<file path="config.mk">
export PLATFORM = sky130hd
export DESIGN_NAME = ex_operand_stage
export DESIGN_NICKNAME = d
export VERILOG_FILES = /design/src/rtl/alu_definitions_pkg.sv /design/src/rtl/ex_operand_stage_fwd_mux.sv /design/src/rtl/ex_operand_stage.sv
export SDC_FILE = /design/constraint.sdc
export NUM_CORES = 1
export LEC_CHECK = 0
export ABC_AREA = 1
export BUFFER_PORTS_ARGS = -buffer_cell sky130_fd_sc_hd__clkbuf_2
export CAP_MARGIN = 20
export CORE_MARGIN = 2
export CORE_UTILIZATION = 41
export CTS_CLUSTER_DIAMETER = 150
export DETAILED_ROUTE_END_ITERATION = 16
export GPL_ROUTABILITY_DRIVEN = 0
export PLACE_DENSITY = 0.65
export SETUP_SLACK_MARGIN = 0.2
export SLEW_MARGIN = 5
export SYNTH_ARGS = -nofsm -noshare
export SYNTH_HDL_FRONTEND = slang
export SYNTH_SLANG_ARGS = --single-unit
</file>
<file path="constraint.sdc">
create_clock -name clk -period 5 [get_ports clk]
set_input_delay 1.5 -clock clk [delete_from_list [all_inputs] [get_ports clk]]
set_output_delay 1.5 -clock clk [all_outputs]
set_load 0.005 [all_outputs]
</file>
<file path="src/rtl/alu_definitions_pkg.sv">
// Shared ALU encodings, operand selects and the ID/EX bundle.
// Imported by the execute-stage operand logic.
package alu_definitions;

  localparam int XLEN       = 32;
  localparam int REG_ADDR_W = 5;

  typedef enum logic [3:0] {
    ALU_ADD  = 4'd0,
    ALU_SUB  = 4'd1,
    ALU_SLL  = 4'd2,
    ALU_SLT  = 4'd3,
    ALU_SLTU = 4'd4,
    ALU_XOR  = 4'd5,
    ALU_SRL  = 4'd6,
    ALU_SRA  = 4'd7,
    ALU_OR   = 4'd8,
    ALU_AND  = 4'd9
  } alu_ctrl_t;

  typedef enum logic [1:0] {
    OP1_RS1  = 2'd0,
    OP1_PC   = 2'd1,
    OP1_ZERO = 2'd2
  } op1_sel_t;

  typedef enum logic [1:0] {
    OP2_RS2  = 2'd0,
    OP2_IMM  = 2'd1,
    OP2_FOUR = 2'd2
  } op2_sel_t;

  typedef struct packed {
    logic                  valid;
    logic [XLEN-1:0]       pc;
    logic [REG_ADDR_W-1:0] rs1;
    logic [REG_ADDR_W-1:0] rs2;
    logic [XLEN-1:0]       rs1_data;
    logic [XLEN-1:0]       rs2_data;
    logic [XLEN-1:0]       imm;
    op1_sel_t              op1_sel;
    op2_sel_t              op2_sel;
    alu_ctrl_t             alu_ctrl;
    logic [REG_ADDR_W-1:0] rd;
    logic                  reg_write;
    logic                  is_load;
  } id_ex_t;

endpackage

</file>
<file path="src/rtl/ex_operand_stage_fwd_mux.sv">
// One source operand: picks the newest in-flight value for a register.
// EX/MEM beats MEM/WB; x0 always reads as zero.
module fwd_mux
  import alu_definitions::*;
(
  input  logic [REG_ADDR_W-1:0] rs,
  input  logic [XLEN-1:0]       data,
  input  logic [REG_ADDR_W-1:0] exmem_rd,
  input  logic                  exmem_we,
  input  logic [XLEN-1:0]       exmem_result,
  input  logic [REG_ADDR_W-1:0] memwb_rd,
  input  logic                  memwb_we,
  input  logic [XLEN-1:0]       memwb_result,
  output logic [XLEN-1:0]       value
);

  logic exmem_hit;
  logic memwb_hit;

  assign exmem_hit = exmem_we && (exmem_rd == rs);
  assign memwb_hit = memwb_we && (memwb_rd == rs);

  always_comb begin
    value = data;
    if (rs == '0)
      value = '0;
    else if (exmem_hit)
      value = exmem_result;
    else if (memwb_hit)
      value = memwb_result;
  end

endmodule

</file>
<file path="src/rtl/ex_operand_stage.sv">
// ID/EX register with per-operand forwarding, ALU operand select
// and load-use hazard detection.
module ex_operand_stage
  import alu_definitions::*;
(
  input  logic                  clk,
  input  logic                  rst,
  input  logic                  id_valid,
  input  logic [XLEN-1:0]       id_pc,
  input  logic [REG_ADDR_W-1:0] id_rs1,
  input  logic [REG_ADDR_W-1:0] id_rs2,
  input  logic                  id_use_rs1,
  input  logic                  id_use_rs2,
  input  logic [XLEN-1:0]       id_rs1_data,
  input  logic [XLEN-1:0]       id_rs2_data,
  input  logic [XLEN-1:0]       id_imm,
  input  op1_sel_t              id_op1_sel,
  input  op2_sel_t              id_op2_sel,
  input  alu_ctrl_t             id_alu_ctrl,
  input  logic [REG_ADDR_W-1:0] id_rd,
  input  logic                  id_reg_write,
  input  logic                  id_is_load,
  input  logic [REG_ADDR_W-1:0] exmem_rd,
  input  logic                  exmem_we,
  input  logic [XLEN-1:0]       exmem_result,
  input  logic [REG_ADDR_W-1:0] memwb_rd,
  input  logic                  memwb_we,
  input  logic [XLEN-1:0]       memwb_result,
  input  logic                  stall,
  input  logic                  flush,
  output logic [XLEN-1:0]       alu_op1,
  output logic [XLEN-1:0]       alu_op2,
  output alu_ctrl_t             alu_ctrl,
  output logic                  ex_valid,
  output logic [XLEN-1:0]       ex_pc,
  output logic [XLEN-1:0]       ex_store_data,
  output logic [REG_ADDR_W-1:0] ex_rd,
  output logic                  ex_reg_write,
  output logic                  ex_is_load,
  output logic                  load_use_stall
);

  id_ex_t          ex_q;
  id_ex_t          id_d;
  logic [XLEN-1:0] fwd_rs1;
  logic [XLEN-1:0] fwd_rs2;
  logic            rs1_hit;
  logic            rs2_hit;

  // An empty decode slot enters EX as a clean bubble.
  always_comb begin
    id_d           = '0;
    id_d.valid     = id_valid;
    id_d.pc        = id_pc;
    id_d.rs1       = id_rs1;
    id_d.rs2       = id_rs2;
    id_d.rs1_data  = id_rs1_data;
    id_d.rs2_data  = id_rs2_data;
    id_d.imm       = id_imm;
    id_d.op1_sel   = id_op1_sel;
    id_d.op2_sel   = id_op2_sel;
    id_d.alu_ctrl  = id_alu_ctrl;
    id_d.rd        = id_valid ? id_rd : '0;
    id_d.reg_write = id_valid & id_reg_write;
    id_d.is_load   = id_valid & id_is_load;
  end

  fwd_mux u_fwd_rs1 (
    .rs           (ex_q.rs1),
    .data         (ex_q.rs1_data),
    .exmem_rd     (exmem_rd),
    .exmem_we     (exmem_we),
    .exmem_result (exmem_result),
    .memwb_rd     (memwb_rd),
    .memwb_we     (memwb_we),
    .memwb_result (memwb_result),
    .value        (fwd_rs1)
  );

  fwd_mux u_fwd_rs2 (
    .rs           (ex_q.rs2),
    .data         (ex_q.rs2_data),
    .exmem_rd     (exmem_rd),
    .exmem_we     (exmem_we),
    .exmem_result (exmem_result),
    .memwb_rd     (memwb_rd),
    .memwb_we     (memwb_we),
    .memwb_result (memwb_result),
    .value        (fwd_rs2)
  );

  assign rs1_hit = id_use_rs1 && (id_rs1 == ex_q.rd);
  assign rs2_hit = id_use_rs2 && (id_rs2 == ex_q.rd);

  assign load_use_stall = ex_q.valid && ex_q.is_load
                       && (ex_q.rd != '0) && id_valid
                       && (rs1_hit || rs2_hit) && !flush;

  // Stall refreshes the operands so a producer retiring meanwhile is kept.
  always_ff @(posedge clk) begin
    if (rst) begin
      ex_q <= '0;
    end else if (flush) begin
      ex_q <= '0;
    end else if (stall) begin
      ex_q.rs1_data <= fwd_rs1;
      ex_q.rs2_data <= fwd_rs2;
    end else if (load_use_stall) begin
      ex_q <= '0;
    end else begin
      ex_q <= id_d;
    end
  end

  always_comb begin
    alu_op1 = '0;
    unique case (1'b1)
      ex_q.op1_sel == OP1_RS1:  alu_op1 = fwd_rs1;
      ex_q.op1_sel == OP1_PC:   alu_op1 = ex_q.pc;
      ex_q.op1_sel == OP1_ZERO: alu_op1 = '0;
      default:                  alu_op1 = '0;
    endcase
  end

  always_comb begin
    alu_op2 = '0;
    unique case (1'b1)
      ex_q.op2_sel == OP2_RS2:  alu_op2 = fwd_rs2;
      ex_q.op2_sel == OP2_IMM:  alu_op2 = ex_q.imm;
      ex_q.op2_sel == OP2_FOUR: alu_op2 = XLEN'(4);
      default:                  alu_op2 = '0;
    endcase
  end

  assign alu_ctrl      = ex_q.alu_ctrl;
  assign ex_valid      = ex_q.valid;
  assign ex_pc         = ex_q.pc;
  assign ex_store_data = fwd_rs2;
  assign ex_rd         = ex_q.rd;
  assign ex_reg_write  = ex_q.reg_write;
  assign ex_is_load    = ex_q.is_load;

endmodule

</file>
==> flow_metrics.tcl <==
set metrics [dict create \
    status "complete, no violations" \
    fin_total_pwr_mw 3.28 \
    max_freq_ghz 0.217 \
    final_common_cell "nand2_1" \
    chipWidth_um 157 \
    crit_path_cell_trace "clkbuf_2, inv_1, o21ai_0, nor2_2, buf_4, nand3_1, nand3_1, nand3_1, nand2_1, clkbuf_2" \
    netlist_instances 1660 \
    seq_power_share 0.398 \
    antennaDiodeCount 0 \
    grt_setup_unrepaired "no" \
    min_period_over_period 0.920 \
    ctsHoldBuffers 0 \
    grt_pass1_vias 10700 \
    min_path_cells 2 \
    drtIter0Drc 791 \
    intPower_mw 2.27 \
    setup_ws_ns 0.402 \
    p_sw_mw 1.01 \
    finClkSkew_ns 0.0143 \
    synth_cell_types 18 \
    rows 55 \
    clock_latency_ns 0.44 \
    clock_sinks 154 \
    reg2reg_slack_ns 2.87 \
    cts_tree "done" \
    dr.pass1.iters 7 \
    cp-startpoint "memwb_rd[3]" \
    min_from "ex_reg_write" \
    setup_violations 0 \
    yosysWarningCount 0 \
    clockBufferDepth 2 \
    wire_per_inst_um 16.5 \
    p_leak_nw 6.67 \
    cpMaxStageDelayCell "buf_4" \
    cts_buffers 17 \
    avgSynthCellArea_um2 5.77 \
    layout_common_cells "nand2_1 (594), clkbuf_2 (376), nor2_1 (213)" \
    grtUsageTotal 0.294 \
    via_count 11600 \
    overflow 0 \
    core_area_mm2 0.0228 \
    clock_power_share 0.414 \
    cp-end-kind "output pin" \
    worst_slew_pin_slew_ns 1.05 \
    drive_above_1_share 0.248 \
    reg2reg_from "ex_q[113]" \
    path_class "in -> out" \
    peakVddDrop_v 0.000195 \
    ys_seq_area_frac 0.322 \
    rr_worst_depth 7 \
    instances_no_fill 2246 \
    hold_violations 0 \
    cap_viol_max_count 0 \
    ioPinCount 377 \
    hold_class "reg -> reg" \
    port_buffers 376 \
    nets 2156 \
    worst_path_most_repeated_cell "nand3_1" \
    syn2layout_area_growth_pct 24.3 \
    place_inst 2214 \
    via_per_inst 5.15 \
    post-place-ws_ns 0.258 \
    chipHeight_um 157 \
    cts-htree-levels 4 \
    grt_pass1_wl_mm 56.4 \
    start_util 0.421 \
    crit_path_max_fanout 32 \
    critPathLaunchType "input port" \
    required_ns 3.50 \
    cts.clk_slew.worst_paths_ns 0.07 \
    cpPeakStageDelay_ns 0.40 \
    swShare 0.307 \
    antenna_found_initial 4 \
    ys_seq_elements 154 \
    cp.arrival_ns 3.10 \
    slew_headroom 0.300 \
    cts_root_buf "clkbuf_16" \
    synth_nets 1896 \
    ant_nets 0 \
    wl_mm 37.1 \
    dp_hpwl_mm 27.1 \
    pwr-share-comb 0.188 \
    die-area_mm2 0.0246 \
    reg2reg_to "ex_q[77]" \
    holdPathEnd "ex_reg_write" \
    drv_slew 0 \
    drc 0 \
    finalSetupTns_ns 0 \
    powerDensity_mw_per_mm2 275 \
    grt_start_max_net_pins 159 \
    synthesis.area_mm2 0.00958 \
    min_period_ns 4.60 \
]
## metal layers
layer / track usage / vias to the layer above / share of wire
met1: 0.345 / 5251 / 0.40
li1: - / 5771 / -
met3: 0.0753 / 83 / 0.081
met5: 0 / - / 0.0012
met4: 0.124 / 8 / 0.034
met2: 0.508 / 461 / 0.49
## cell type report
cell class	count	area [um^2]
fill	2466	10900
clock inverter	13	159
inverter	75	289
clock buffer	19	443
sequential	154	3080
tap	313	392
multi-input combinational	1272	5420
timing repair buffer	400	2130
## Yosys cell counts
master,instances,area (um^2)
a21boi_0,1,7.51
a21oi_1,158,791
buf_1,3,11.3
buf_2,38,190
buf_4,51,383
clkbuf_1,67,251
dfxtp_1,154,3080
inv_1,40,150
inv_2,35,131
nand2_1,595,2230
nand3_1,206,1030
nand3_2,3,30.0
nand4_1,1,6.26
nor2_1,216,811
nor2_2,4,25.0
nor3_1,2,10.0
nor3_2,1,10.0
o21ai_0,85,425
## metrics by stage
| step | area [um^2] | utilization | hold WS (ns) |
|---|---|---|---|
| final | 11900 | 0.523 | 0.476 |
| after global routing | 11900 | 0.523 | 0.516 |
| after CTS | 11900 | 0.522 | 0.480 |
| after detailed placement | 11300 | 0.496 | 0.469 |
| after global placement | 11300 | 0.496 | 0.458 |
| after floorplan | 9580 | - | 0.461 |
## worst max-delay path: cells and delay by family
kind | cells | cell delay, ns
buffers and inverters | 4 | 0.75
AOI/OAI and AO/OA | 1 | 0.11
and+or+nand+nor | 5 | 0.73
## power groups by stage
stage | Combinational, mW | Clock, mW | Sequential, mW
2_1_floorplan | 0.367 | 0 | 1.32
3_3_place_gp | 0.609 | 0 | 1.33
3_5_place_dp | 0.614 | 0 | 1.33
4_1_cts | 0.616 | 1.37 | 1.31
5_1_grt | 0.691 | 1.44 | 1.31
6_report | 0.617 | 1.36 | 1.31
## worst max-delay path by stage
stage	endpoint	slack (ns)
final	alu_op1[13]	0.40
after floorplan	alu_op2[24]	1.06
after global placement	alu_op1[28]	0.27
after detailed placement	alu_op1[24]	0.26
after global routing	alu_op1[14]	0.27
after CTS	alu_op1[24]	0.25
## logic make-up (layout without fill, tap and decap cells)
| kind of cell | Yosys count | in the layout | synth area share |
|---|---|---|---|
| compound gates | 244 | 244 | 0.128 |
| buf+inv | 234 | 507 | 0.117 |
| flops | 154 | 154 | 0.322 |
| simple gates | 1028 | 1028 | 0.434 |
## repair_timing
action                     in CTS  in global routing
setup buffers                   0                  0
resized for setup               0                  2
setup endpoints to repair       0                 18
## sequential cells by signal, indices dropped and copies added, names as in the netlist
signal	flops
alu_ctrl	4
ex_q	110
ex_pc	32
ex_valid	1
ex_rd	5
ex_is_load	1
ex_reg_write	1
Note: power is estimated with default switching activity, not from simulation.
